File: src/rtl/vu_bar_renderer.sv
// VU meter overlay: captures audio levels, updates a bar and a decaying peak
// marker once per frame, and paints them into a registered RGB pixel stream.
module vu_bar_renderer #(
    parameter int V_POL       = 0,
    parameter int HOLD_FRAMES = 30,
    parameter int DECAY       = 2,
    parameter int BAR_TOP     = 200,
    parameter int BAR_H       = 80
) (
    input  logic       pixel_clock,
    input  logic       reset,
    input  logic [7:0] level_in,
    input  logic       level_valid,
    input  logic       disp_enable,
    input  logic [9:0] row,
    input  logic [9:0] column,
    input  logic       h_sync,
    input  logic       v_sync,
    output logic [3:0] red,
    output logic [3:0] green,
    output logic [3:0] blue,
    output logic       h_sync_out,
    output logic       v_sync_out
);

    localparam int          HW       = (HOLD_FRAMES < 2) ? 1 : $clog2(HOLD_FRAMES + 1);
    localparam logic [HW-1:0] LP_HOLD = HW'(HOLD_FRAMES);
    localparam logic [8:0]  LP_DEC   = 9'(DECAY);
    localparam logic        LP_ACT   = (V_POL != 0);
    localparam logic [9:0]  LP_TOP   = 10'(BAR_TOP);
    localparam logic [9:0]  LP_BOT   = 10'(BAR_TOP + BAR_H - 1);

    logic [7:0]    r_pending;
    logic [7:0]    r_shown;
    logic [7:0]    r_peak;
    logic [HW-1:0] r_hold;
    logic          r_vsync;
    logic          r_armed;
    logic [3:0]    r_red, r_green, r_blue;
    logic          r_hs_out, r_vs_out;

    logic          w_tick;
    logic [8:0]    w_dec;
    logic [7:0]    w_floor;
    logic [7:0]    w_decayed;
    logic [9:0]    w_fill_lim;
    logic [9:0]    w_pk_lo;
    logic [9:0]    w_pk_hi;
    logic          w_in_bar;
    logic          w_lit;
    logic          w_marker;

    // r_armed keeps the reset value of r_vsync from faking an edge: a tick
    // needs v_sync to have been seen inactive at least once after reset.
    assign w_tick = (v_sync == LP_ACT) && (r_vsync != LP_ACT) && r_armed;

    // 9-bit subtract so a peak below DECAY clamps at zero instead of wrapping
    assign w_dec     = {1'b0, r_peak} - LP_DEC;
    assign w_floor   = ({1'b0, r_peak} < LP_DEC) ? 8'd0 : w_dec[7:0];
    assign w_decayed = (w_floor < r_pending) ? r_pending : w_floor;

    always_ff @(posedge pixel_clock or negedge reset) begin
        if (!reset) begin
            r_vsync <= ~LP_ACT;
            r_armed <= 1'b0;
        end else begin
            r_vsync <= v_sync;
            if (v_sync != LP_ACT)
                r_armed <= 1'b1;
        end
    end

    // shown/peak/hold move only on the frame tick; a coincident strobe
    // lands in pending and is displayed on the following frame
    always_ff @(posedge pixel_clock or negedge reset) begin
        if (!reset) begin
            r_pending <= '0;
            r_shown   <= '0;
            r_peak    <= '0;
            r_hold    <= '0;
        end else begin
            if (level_valid)
                r_pending <= level_in;
            if (w_tick) begin
                r_shown <= r_pending;
                if (r_pending >= r_peak) begin
                    r_peak <= r_pending;
                    r_hold <= LP_HOLD;
                end else if (r_hold != '0) begin
                    r_hold <= r_hold - 1'b1;
                end else begin
                    r_peak <= w_decayed;
                end
            end
        end
    end

    assign w_fill_lim = {1'b0, r_shown, 1'b0};
    assign w_pk_lo    = {1'b0, r_peak, 1'b0};
    assign w_pk_hi    = w_pk_lo + 10'd3;
    assign w_in_bar   = disp_enable && (row >= LP_TOP) && (row <= LP_BOT);
    assign w_lit      = w_in_bar && (column < w_fill_lim);
    assign w_marker   = w_in_bar && (r_peak != 8'd0) &&
                        (column >= w_pk_lo) && (column <= w_pk_hi);

    always_ff @(posedge pixel_clock or negedge reset) begin
        if (!reset) begin
            r_red    <= '0;
            r_green  <= '0;
            r_blue   <= '0;
            r_hs_out <= ~LP_ACT;
            r_vs_out <= ~LP_ACT;
        end else begin
            r_hs_out <= h_sync;
            r_vs_out <= v_sync;
            if (w_marker) begin
                r_red   <= 4'hF;
                r_green <= 4'hF;
                r_blue  <= 4'hF;
            end else if (w_lit) begin
                r_red   <= (column >= 10'd320) ? 4'hF : 4'h0;
                r_green <= (column < 10'd448)  ? 4'hF : 4'h0;
                r_blue  <= 4'h0;
            end else begin
                r_red   <= 4'h0;
                r_green <= 4'h0;
                r_blue  <= 4'h0;
            end
        end
    end

    assign red        = r_red;
    assign green      = r_green;
    assign blue       = r_blue;
    assign h_sync_out = r_hs_out;
    assign v_sync_out = r_vs_out;

endmodule

File: config.mk
export PLATFORM = sky130hd
export DESIGN_NAME = vu_bar_renderer
export DESIGN_NICKNAME = d
export VERILOG_FILES = /design/src/rtl/vu_bar_renderer.sv
export SDC_FILE = /design/constraint.sdc
export NUM_CORES = 1
export LEC_CHECK = 0
export BUFFER_PORTS_ARGS = -buffer_cell sky130_fd_sc_hd__buf_4
export CORE_MARGIN = 5
export CORE_UTILIZATION = 60
export DETAILED_ROUTE_END_ITERATION = 16
export GPL_TIMING_DRIVEN = 0
export PLACE_DENSITY = 0.84
export SETUP_SLACK_MARGIN = 0.15
export SYNTH_ARGS = -nofsm -noshare
export SYNTH_HDL_FRONTEND = slang
export SYNTH_SLANG_ARGS = --single-unit
File: constraint.sdc
create_clock -name pixel_clock -period 6.5 [get_ports pixel_clock]
set_clock_uncertainty 0.05 [all_clocks]
set_input_delay 0.65 -clock pixel_clock [delete_from_list [all_inputs] [get_ports pixel_clock]]
set_output_delay 0.65 -clock pixel_clock [all_outputs]
set_load 0.02 [all_outputs]
==> run metrics <==
Internal 0.670 mW; Synth area leaders dfrtp_1 (30%), ha_1 (21%), o21ai_0 (5.1%), inv_1 (4.3%), nand2_1 (3.4%); placed cells 397; Seq/Total Area, Yosys 0.322; Top FF cell, synth dfrtp_1; setup_tns 0 ns; met3 wire length 353 um; Critical R2R Launch r_peak[1]; Post-CTS Setup Inserts 0; count of input and output buffers 44; CP dominant cell by count ha_1; Buf/Inv on CP 1; Area Overhead vs Synth 18.4%; Starting Density 0.623; part of the cycle the worst path needs 0.499; Fill cells 345; peak per-stage delay on the critical path 0.52 ns; Total GRT Usage 0.218; total of max-cap violations 0; dpl ws 3.28 ns; placed instance area 3130 um2; met2 WL 3040 um; HP Class in -> async; crit path kind reg -> reg; share of layout cells above drive strength 1 0.198; Net Switching 0.495 mW; Unique masters post-synth 51; antenna cells 0; routability cong. 0.923; initial DRC count 116; Crit Reg-Reg Endpoint r_peak[4]; count leader, synth ha_1; register area 878 um2; post-CTS sizing 0; Combinational Power Share 0.556; Post-Syn Nets 380; worst skew pair latency 0.29 ns; Top delay family on crit path simple AND/OR/NAND/NOR gates; CP Launch Type flop; max layer used met4; worst slew pin tran 0.815 ns; placed wire-length estimate 4990 um; Max clock buf depth 2; via count 2333; fin crit period 3.24 ns; WL final 6240 um; number of synthesized flops with an enable pin 0; worst r2r path cells 12; worst rel slew slack 0.449; Reg power frac 0.278; Max IR drop VDD 0.242 mV; Setup violations, final 0; vias in the first global route 2330; leak pwr 1.62 nW; initial antenna violation count 0; Final Hold Viols 0; pins over their slew limit 0; hold buffer count at cts 0; R2R setup slack 3.26 ns; DR WL/cell 15.4 um; crit path max fanout 10; remaining antenna violation count 0; worst setup margin 3.26 ns; first-pass GRT wire length 10600 um; Cell Chain, Critical Path inv_1 > ha_1 > nor3b_1 > and3_1 > xnor2_1 > nor2_1 > ha_1 > nand4_1 > o22ai_1 > o31ai_4 > mux2i_1 > a21oi_1; Synth Instances 301; Crit path required time 6.60 ns; synthesized area 2730 um2; met1 WL 2740 um; final core occ 0.737; Clk pwr share 0.166; largest net degree at the start of global routing 36; Post-route DRC 0; Rows 24; Reg clk slew, reported paths 0.07 ns; critical path's slowest cell o31ai_4; status finished, final reports clean; Final Instance Area 3230 um2; number of I/O pins 48; Root Buffer clkbuf_8; highest clock rate 0.308 GHz; Yosys Warn Count 0; Synth top cells by count ha_1 (45), dfrtp_1 (33), inv_1 (31), o21ai_0 (28), nand2_1 (25); clk sinks 35; RSZ-0062 raised after global routing false; Post-synth ARST share 1.00; Syn Area/Cell 9.07 um2; number of synthesized register bits 35; H-tree depth 2; Die X 77.5 um; multi-input logic area 1630 um2; crit path DAT 3.35 ns; GR Overflow Total 0; TritonCTS buffer count 5; area leader, netlist dfrtp_1; sw frac 0.425; final std cells w/o fill 405; core area 4380 um2; Critical Path End Type flop; Die Span Y 77.5 um; Vias/cell 5.76; drt pass-1 iters 4; fin nets 431; CTS tree built; area of the die 6000 um2; Pwr Density 360 nW/um2; top cell type's share of synthesized area 0.302
kinds of logic after synthesis:
| kind of cell | share of synthesized area |
|---|---|
| DFF | 0.322 |
| muxes | 0.0257 |
| adders and majority gates | 0.206 |
| and+or+nand+nor | 0.139 |
| buffers and inverters | 0.0816 |
| xor gates and xnor gates | 0.0321 |
| AOI/OAI and AO/OA | 0.193 |
worst reg2reg max path, cell delays in order (launching register included):
cell and delay [ns]:
dfrtp_1 0.45, inv_1 0.16, ha_1 0.21, nor3b_1 0.31, and3_1 0.22, xnor2_1 0.13, nor2_1 0.09, ha_1 0.29
nand4_1 0.16, o22ai_1 0.16, o31ai_4 0.52, mux2i_1 0.28, a21oi_1 0.09
power groups by stage:
stage	sequential [mW]	combinational [mW]	clock [mW]
after floorplan	0.313	0.493	0
after global routing	0.333	0.733	0.207
after CTS	0.323	0.647	0.195
after global placement	0.325	0.607	0
after detailed placement	0.327	0.640	0
final	0.324	0.647	0.193
metrics by stage:
stage / total power [mW] / hold WS (ns)
3_5_place_dp: 0.966 / 0.399
6_report: 1.16 / 0.244
5_1_grt: 1.27 / 0.276
2_1_floorplan: 0.806 / 0.304
4_1_cts: 1.16 / 0.264
3_3_place_gp: 0.932 / 0.401
worst max-delay path by stage:
stage,start,to,slack [ns],cells past startpoint
after floorplan,r_peak[2],r_peak[2],3.67,12
after global placement,r_peak[2],r_peak[7],3.29,12
after detailed placement,r_peak[2],r_peak[4],3.28,12
after CTS,r_peak[2],r_peak[4],3.27,12
after global routing,r_peak[2],r_peak[7],3.00,12
final,r_peak[1],r_peak[4],3.26,12
final cells by class:
type	count	share of cell area
Buffer	16	0.0329
Clock buffer	7	0.0236
Clock inverter	1	0.00929
Inverter	31	0.0360
Multi-Input combinational cell	219	0.504
Sequential cell	35	0.272
Tap cell	52	0.0201
Timing Repair Buffer	44	0.102
layout by cell type, fill, tap and decap left out, types with 8 or more instances in the layout:
cell     synthesis  routed
dfrtp_1         33      33
nor2_1          21      21
buf_4           10      54
nand2_1         25      25
xnor2_1         10      10
nand3_1          8       8
o21ai_0         28      28
ha_1            45      45
a21oi_1         13      13
inv_1           31      31
layer usage:
| metal | GRT usage | vias to the layer above |
|---|---|---|
| met4 | 0.0928 | 0 |
| met5 | 0 | - |
| met2 | 0.367 | 64 |
| li1 | - | 1165 |
| met1 | 0.270 | 1094 |
| met3 | 0.0440 | 10 |
flip-flops by register name (all words and copies together) (netlist names):
register / cells
green: 1
r_hold: 5
r_peak: 8
h_sync_out: 1
r_pending: 8
r_shown: 8
blue: 1
v_sync_out: 1
red: 1
r_armed: 1
Note: power is estimated with default switching activity, not from simulation.
